<file path="config.mk">
export PLATFORM = sky130hd
export DESIGN_NAME = uart_tx_framer
export DESIGN_NICKNAME = d
export VERILOG_FILES = /design/src/rtl/uart_tx_framer.sv
export SDC_FILE = /design/constraint.sdc
export NUM_CORES = 1
export LEC_CHECK = 0
export ABC_AREA = 0
export CAP_MARGIN = 20
export CORE_MARGIN = 2
export CORE_UTILIZATION = 60
export DETAILED_ROUTE_END_ITERATION = 6
export GPL_TIMING_DRIVEN = 0
export PLACE_DENSITY = 0.81
export SYNTH_ARGS = -nofsm -noshare
export SYNTH_HDL_FRONTEND = slang
export SYNTH_SLANG_ARGS = --single-unit
</file>
<file path="constraint.sdc">
create_clock -name clk -period 4.7 [get_ports clk]
set_input_delay 0.47 -clock clk [delete_from_list [all_inputs] [get_ports clk]]
set_output_delay 0.47 -clock clk [all_outputs]
set_load 0.05 [all_outputs]
</file>
<file path="src/rtl/uart_tx_framer.sv">
// Packetizer ahead of the UART TX FIFO: buffers a payload and emits HDR, LEN, payload[, CHK], then start_t.
// Define FRAMER_CHKSUM_EN to append the two's-complement checksum byte (CHK state and running sum).
//
// state   | meaning
// COLLECT | accept payload bytes into the buffer
// DROP    | payload overflowed; swallow bytes until s_last
// HDR     | write header byte
// LEN     | write payload length
// DATA    | write buffered payload, one byte per cycle
// CHK     | write checksum byte (FRAMER_CHKSUM_EN only)
// KICK    | pulse start_t, load inter-frame gap counter
// GAP     | count down the gap before accepting again
module uart_tx_framer #(
    parameter int                DATA_W  = 8,
    parameter int                MAX_LEN = 13,
    parameter logic [DATA_W-1:0] HDR     = 8'hA5,
    parameter int                GAP_W   = 16
) (
    input  logic              clk,
    input  logic              reset_n,
    input  logic [DATA_W-1:0] s_data,
    input  logic              s_valid,
    input  logic              s_last,
    output logic              s_ready,
    input  logic [GAP_W-1:0]  gap_cycles,
    output logic              wr_en,
    output logic [DATA_W-1:0] data_out,
    output logic              start_t,
    output logic              busy,
    output logic              err_len
);

    localparam int CNT_W = $clog2(MAX_LEN + 1);

    typedef enum logic [2:0] {
        S_COLLECT,
        S_DROP,
        S_HDR,
        S_LEN,
        S_DATA,
`ifdef FRAMER_CHKSUM_EN
        S_CHK,
`endif
        S_KICK,
        S_GAP
    } state_t;

    state_t            state, state_nxt;
    logic [CNT_W-1:0]  count;
    logic [CNT_W-1:0]  rd_idx;
    logic [GAP_W-1:0]  gap_cnt;
    logic [DATA_W-1:0] buf_mem [MAX_LEN];
`ifdef FRAMER_CHKSUM_EN
    logic [DATA_W-1:0] sum;
`endif

    always_ff @(posedge clk or negedge reset_n) begin
        if (!reset_n) begin
            state <= S_COLLECT;
        end else begin
            state <= state_nxt;
        end
    end

    always_comb begin
        state_nxt = state;
        s_ready   = 1'b0;
        wr_en     = 1'b0;
        data_out  = '0;
        start_t   = 1'b0;
        busy      = 1'b1;
        err_len   = 1'b0;
        case (state)
            S_COLLECT: begin
                s_ready = 1'b1;
                busy    = 1'b0;
                if (s_valid) begin
                    if (s_last) begin
                        state_nxt = S_HDR;
                    end else if (count == CNT_W'(MAX_LEN - 1)) begin
                        // this byte fills the buffer and more are coming
                        err_len   = 1'b1;
                        state_nxt = S_DROP;
                    end
                end
            end
            S_DROP: begin
                s_ready = 1'b1;
                if (s_valid && s_last) state_nxt = S_HDR;
            end
            S_HDR: begin
                wr_en     = 1'b1;
                data_out  = HDR;
                state_nxt = S_LEN;
            end
            S_LEN: begin
                wr_en     = 1'b1;
                data_out  = DATA_W'(count);
                state_nxt = S_DATA;
            end
            S_DATA: begin
                wr_en    = 1'b1;
                data_out = buf_mem[rd_idx];
                if (rd_idx == count - CNT_W'(1)) begin
`ifdef FRAMER_CHKSUM_EN
                    state_nxt = S_CHK;
`else
                    state_nxt = S_KICK;
`endif
                end
            end
`ifdef FRAMER_CHKSUM_EN
            S_CHK: begin
                // makes LEN + payload + CHK sum to zero
                wr_en     = 1'b1;
                data_out  = -(DATA_W'(count) + sum);
                state_nxt = S_KICK;
            end
`endif
            S_KICK: begin
                start_t   = 1'b1;
                state_nxt = (gap_cycles == '0) ? S_COLLECT : S_GAP;
            end
            S_GAP: begin
                if (gap_cnt == GAP_W'(1)) state_nxt = S_COLLECT;
            end
            default: state_nxt = S_COLLECT;
        endcase
    end

    always_ff @(posedge clk or negedge reset_n) begin
        if (!reset_n) begin
            count   <= '0;
            rd_idx  <= '0;
            gap_cnt <= '0;
`ifdef FRAMER_CHKSUM_EN
            sum     <= '0;
`endif
        end else begin
            case (state)
                S_COLLECT: begin
                    if (s_valid) begin
                        count <= count + CNT_W'(1);
`ifdef FRAMER_CHKSUM_EN
                        sum   <= sum + s_data;
`endif
                    end
                end
                S_LEN:  rd_idx <= '0;
                S_DATA: rd_idx <= rd_idx + CNT_W'(1);
                S_KICK: begin
                    gap_cnt <= gap_cycles;
                    count   <= '0;
`ifdef FRAMER_CHKSUM_EN
                    sum     <= '0;
`endif
                end
                S_GAP:   gap_cnt <= gap_cnt - GAP_W'(1);
                default: ;
            endcase
        end
    end

    // payload storage needs no reset; count gates what is ever read
    always_ff @(posedge clk) begin
        if (state == S_COLLECT && s_valid) buf_mem[count] <= s_data;
    end

endmodule

</file>
Yosys cells after proc, flatten, opt, wreduce, memory -nomap -nowiden --
Memories as Yosys holds them, arrays and structs flattened. Index checks and enable logic that the tools add are counted.
Cells by class: add/sub/neg operators 4, equal/unequal tests 14, mux-type cells 23, reduce and logical (&&, ||, !) cells 11
Operator list (number):
- $pmux W16 S2 | 1
- $pmux W8 S3 | 1
- $mux W3 | 7
- $pmux W3 S7 | 1
- $eq A16 B1 Y1 const B | 1
- $logic_not A16 Y1 | 1
- $pmux W4 S2 | 2
- $sub A16 B1 Y16 const B | 1
- $mux W1 | 10
- $eq A3 B3 Y1 const B | 3
- $add A4 B1 Y4 const B | 2
- $ne A2 B2 Y1 const B | 4
- $eq A3 B2 Y1 const B | 2
- $reduce_bool A2 Y1 | 3
- $reduce_and A5 Y1 | 1
- $eq A4 B4 Y1 | 1
- $eq A4 B4 Y1 const B | 1
- $mux W4 | 1
- $sub A4 B1 Y4 const B | 1
- $eq A3 B1 Y1 const B | 1
- $logic_not A3 Y1 | 1
- $ne A3 B3 Y1 const B | 1
- $reduce_or A3 Y1 | 1
- $logic_and A1 B1 Y1 | 2
- other kinds (2) | 2
Storage, ports and cells: register bits after elaboration 27, bits in writable memories 104, memories 1
Memories:
- buf_mem | words 13, width 8, rd ports 1, clocked after memory_dff 0, write ports 1, line 52 | logic [DATA_W-1:0] buf_mem [MAX_LEN];

Logic depth before layout (Yosys ltp) --
depth after elaboration 5, depth in mapped cells 7

Least setup slack after synthesis --
Ideal clock, no wire load.
kind register -> output, start point register rd_idx[1], end point output data_out[5], data arrival time 2538 ps, required time 4230 ps, slack 1692 ps, stages on the path, launching flop included 8, buffers on the path 3, cells stage by stage dfrtp_1 buf_2 buf_2 buf_2 nor2b_1 a22oi_1 o21ai_0 a221oi_1
On the way: cells in the longest elaborated chain, start to end 2
Ends and longest elaborated chain:
- start, declared | line 50 | logic [CNT_W-1:0] rd_idx;
- start signal, assigned | line 150 | S_DATA: rd_idx <= rd_idx + CNT_W'(1);
- $mem_v2 Z13 W8
- $pmux W8 S3 | line 73 | case (state)
- end, declared | line 27 | output logic [DATA_W-1:0] data_out,
No other way between the ends.

Final worst setup path --
Ends and elaborated chain as after synthesis.

==> results.json <==
{
  "drv_cap": 0,
  "drive_above_1_share": 0.1581,
  "async_flop_share": 0.2061,
  "final-hold-violation-count": 0,
  "fin_worst_skew_ps": 8.200,
  "dieArea_sq_mm": 0.01060,
  "num-nets-final": 491,
  "cts_resized": 0,
  "ys_warn_count": 0,
  "synth_enable_flop_cells": 104,
  "netSwitchingPower_mw": 0.5833,
  "clkSlewWorstSetupHoldPaths_ps": 70,
  "cts_sinks": 131,
  "cts_inserted_buffers": 17,
  "yosys.area_share.xor_xnor": 0.01043,
  "gr_peak_layer": "met2",
  "drt_first_iter_violations": 310,
  "grt_first_pass_wirelength_mm": 21.17,
  "worstPathMaxFanout": 10,
  "placed_cells_incl_taps": 569,
  "adder_cell_area_share_of_the_yosys_netlist": 0.01704,
  "synth_simple_gate_area_frac": 0.1046,
  "m3_gr_usage": 0.06441,
  "main_combinational_cell_family_by_area_after_synthesis": "multiplexers",
  "cp-end-kind": "primary output",
  "clock.fmax_ghz": 0.2484,
  "num_io_pins": 41,
  "chipHeight_microns": 103.0,
  "vias_in_the_first_global_route": 3862,
  "worst-slew-pin-transition_ps": 895.4,
  "path_class": "reg -> out",
  "finalSetupViolCount": 0,
  "diodes": 0,
  "wire_per_inst_microns": 22.96,
  "yosys.cell_types.count": 56,
  "seqPwrFrac": 0.486,
  "met2_usage": 0.4695,
  "largest_net_degree_at_the_start_of_global_routing": 18,
  "floorplan.core_area_sq_mm": 0.009639,
  "critPathLaunchType": "register",
  "antenna_found_initial": 0,
  "internal-power_mw": 2.009,
  "synth.cell_area_sq_mm": 0.005876,
  "power.clock.fraction": 0.495,
  "portBuffers": 40,
  "pwr_density_cell_mw_per_mm2": 367.8,
  "report.final.slew_viol_count": 0,
  "cts_buffer_depth": 2,
  "holdCritPathClass": "in -> async",
  "detailroute.via_count": 3827,
  "setup_tns_ps": 0,
  "drt.antenna.violating_nets": 0,
  "fin_hold_ws_ps": 317.5,
  "htreeDepth": 4,
  "grt_util_all_layers": 0.2842,
  "relSlewSlack": 0.4009,
  "hold_buffers": 0,
  "die_width_microns": 103.0,
  "met1_usage": 0.3579,
  "root_buffer": "sky130_fd_sc_hd__clkbuf_8",
  "layout_min_cycle_time_ps": 4026,
  "yosys-mux-area-fraction": 0.1095,
  "data_arrival_time_at_the_worst_slack_endpoint_ps": 3560,
  "route.detailed.vias_per_inst": 6.368,
  "initial_core_util": 0.6096,
  "place.gp.congestion": 0.8845,
  "drt_pass1_iterations": 6,
  "power.static_leakage_nw": 2.436,
  "rsz0062_at_grt": "no",
  "worstPathRequired_ps": 4230,
  "ys_seq_area_frac": 0.6465,
  "synth.net_count": 431,
  "core.rowCount": 36,
  "postCtsSetupBuffers": 0,
  "fin_crit_sh": 0.8565,
  "area.growth.synth_to_final_pct": 19.97,
  "final_cell_count_no_fill": 601,
  "outcome": "finished, final reports clean",
  "synth-main-ff-cell": "sky130_fd_sc_hd__edfxtp_1",
  "ir_drop_v": 0.0003371,
  "syn_inst": 395,
  "synth-compound-area-share": 0.08922,
  "drc": 0,
  "synth.ff_latch_count": 131,
  "p_sw_frac": 0.2250,
  "tritoncts": "built",
  "globalRouteOverflowTotal": 0,
  "mean_post_synth_cell_area_sq_um": 14.88,
  "comb_power_share": 0.020,
  "worst_skew_pair.late_latency_ps": 530,
  "hpwlAfterDp_mm": 8.651,
  "postRouteWirelength_mm": 13.80
}
power by group through the flow:
| stage | registers, mW | clock network, mW | logic, mW |
|---|---|---|---|
| 2_1_floorplan | 1.28 | 0 | 0.00665 |
| 3_3_place_gp | 1.28 | 0 | 0.0470 |
| 3_5_place_dp | 1.28 | 0 | 0.0509 |
| 4_1_cts | 1.26 | 1.29 | 0.0517 |
| 5_1_grt | 1.26 | 1.34 | 0.0558 |
| 6_report | 1.26 | 1.28 | 0.0516 |
cell type report:
type	count	area, sq um
Sequential cell	131	3799
Buffer	18	92.59
Timing Repair Buffer	41	427.9
Tap cell	133	166.4
Clock inverter	15	165.2
Clock buffer	17	414.1
Inverter	11	41.29
Fill cell	638	2590
Multi-Input combinational cell	235	1943
cells in the mapped netlist (3+ instances only):
| master | n | area [sq um] |
|---|---|---|
| sky130_fd_sc_hd__a31oi_1 | 4 | 25.02 |
| sky130_fd_sc_hd__buf_4 | 3 | 22.52 |
| sky130_fd_sc_hd__a221oi_1 | 4 | 35.03 |
| sky130_fd_sc_hd__xor2_1 | 3 | 26.28 |
| sky130_fd_sc_hd__buf_2 | 5 | 25.02 |
| sky130_fd_sc_hd__nor2_1 | 17 | 63.81 |
| sky130_fd_sc_hd__nor3_1 | 9 | 45.04 |
| sky130_fd_sc_hd__o22ai_1 | 8 | 50.05 |
| sky130_fd_sc_hd__nand2b_1 | 4 | 25.02 |
| sky130_fd_sc_hd__nor4_1 | 8 | 50.05 |
| sky130_fd_sc_hd__o21ai_0 | 18 | 90.09 |
| sky130_fd_sc_hd__a311oi_1 | 5 | 43.79 |
| sky130_fd_sc_hd__mux4_2 | 25 | 563.0 |
| sky130_fd_sc_hd__dfrtp_1 | 27 | 675.7 |
| sky130_fd_sc_hd__and2_1 | 18 | 112.6 |
| sky130_fd_sc_hd__edfxtp_1 | 104 | 3123 |
| sky130_fd_sc_hd__nand3b_1 | 3 | 22.52 |
| sky130_fd_sc_hd__nand2_1 | 18 | 67.56 |
| sky130_fd_sc_hd__nor2b_1 | 7 | 43.79 |
| sky130_fd_sc_hd__ha_1 | 8 | 100.1 |
| sky130_fd_sc_hd__nand4_1 | 3 | 18.77 |
| sky130_fd_sc_hd__a21o_1 | 5 | 37.54 |
| sky130_fd_sc_hd__xnor2_1 | 4 | 35.03 |
| sky130_fd_sc_hd__nand3_1 | 6 | 30.03 |
| sky130_fd_sc_hd__clkbuf_1 | 8 | 30.03 |
| sky130_fd_sc_hd__a21oi_1 | 13 | 65.06 |
| sky130_fd_sc_hd__mux2i_1 | 8 | 80.08 |
| sky130_fd_sc_hd__inv_1 | 10 | 37.54 |
through the flow:
step,power (mW),util,setup WS [ps],cell area [sq um]
finish,2.592,0.7313,674.5,7049
global placement,1.329,0.6684,1391,6442
detailed placement,1.334,0.6712,1299,6470
global route,2.653,0.7313,514.3,7049
CTS,2.604,0.7313,674.3,7049
floorplan,1.289,-,1692,5876
state kept, by name (all words and copies together) (netlist names):
signal and count:
state 3, rd_idx 4, gap_cnt 16, count 4
buf_mem 104
cell usage in the layout (no fill, tap or decap), types with 6 or more instances in the layout:
master                              n
sky130_fd_sc_hd__edfxtp_1         104
sky130_fd_sc_hd__clkdlybuf4s50_1   40
sky130_fd_sc_hd__dfrtp_1           27
sky130_fd_sc_hd__mux4_2            25
sky130_fd_sc_hd__nand2_1           18
sky130_fd_sc_hd__o21ai_0           18
sky130_fd_sc_hd__and2_1            18
sky130_fd_sc_hd__nor2_1            17
sky130_fd_sc_hd__clkbuf_16         16
sky130_fd_sc_hd__a21oi_1           13
sky130_fd_sc_hd__inv_1             10
sky130_fd_sc_hd__nor3_1             9
sky130_fd_sc_hd__clkbuf_1           8
sky130_fd_sc_hd__mux2i_1            8
sky130_fd_sc_hd__o22ai_1            8
sky130_fd_sc_hd__nor4_1             8
sky130_fd_sc_hd__ha_1               8
sky130_fd_sc_hd__nor2b_1            7
sky130_fd_sc_hd__nand3_1            6
sky130_fd_sc_hd__inv_6              6
worst max-delay path, stage by stage, from the launching register on:
cell and delay (ps):
sky130_fd_sc_hd__dfrtp_1 360, sky130_fd_sc_hd__buf_2 280, sky130_fd_sc_hd__buf_2 330, sky130_fd_sc_hd__buf_2 320, sky130_fd_sc_hd__nor2_1 90, sky130_fd_sc_hd__a22oi_1 220, sky130_fd_sc_hd__o21ai_0 140, sky130_fd_sc_hd__a221oi_1 390
sky130_fd_sc_hd__clkdlybuf4s50_1 890
per-layer routing:
| metal | vias to the layer above | part of all wire |
|---|---|---|
| li1 | 1702 | - |
| met2 | 185 | 0.51 |
| met3 | 39 | 0.067 |
| met1 | 1901 | 0.39 |
| met5 | - | 0 |
| met4 | 0 | 0.032 |
cell families (layout without fill, tap and decap cells):
| group | count (synthesis) | count (layout) |
|---|---|---|
| adder cells (fa/ha/maj) | 8 | 8 |
| AND/OR/NAND/NOR | 109 | 109 |
| XOR/XNOR | 7 | 7 |
| multiplexers | 33 | 33 |
| AO/OA/AOI/OAI | 78 | 78 |
| flip-flops | 131 | 131 |
| buffers and inverters | 29 | 102 |
worst paths after layout:
check / start / endpoint / slack (ps) / cells past startpoint
worst max-delay path: rd_idx[1]$_DFFE_PN0P_ / data_out[5] / 670 / 8
worst min-delay path: reset_n / rd_idx[1]$_DFFE_PN0P_ / 320 / 1
worst max register to register: state[1]$_DFFE_PN0P_ / buf_mem[8][2]$_DFFE_PP_ / 2160 / 5
worst min register to register: gap_cnt[14]$_DFFE_PN0P_ / gap_cnt[14]$_DFFE_PN0P_ / 490 / 1
max in group asynchronous: reset_n / gap_cnt[10]$_DFFE_PN0P_ / 3890 / 2
min in group clk: gap_cnt[14]$_DFFE_PN0P_ / gap_cnt[14]$_DFFE_PN0P_ / 490 / 1
No activity file was read; power rests on OpenSTA's default activity.
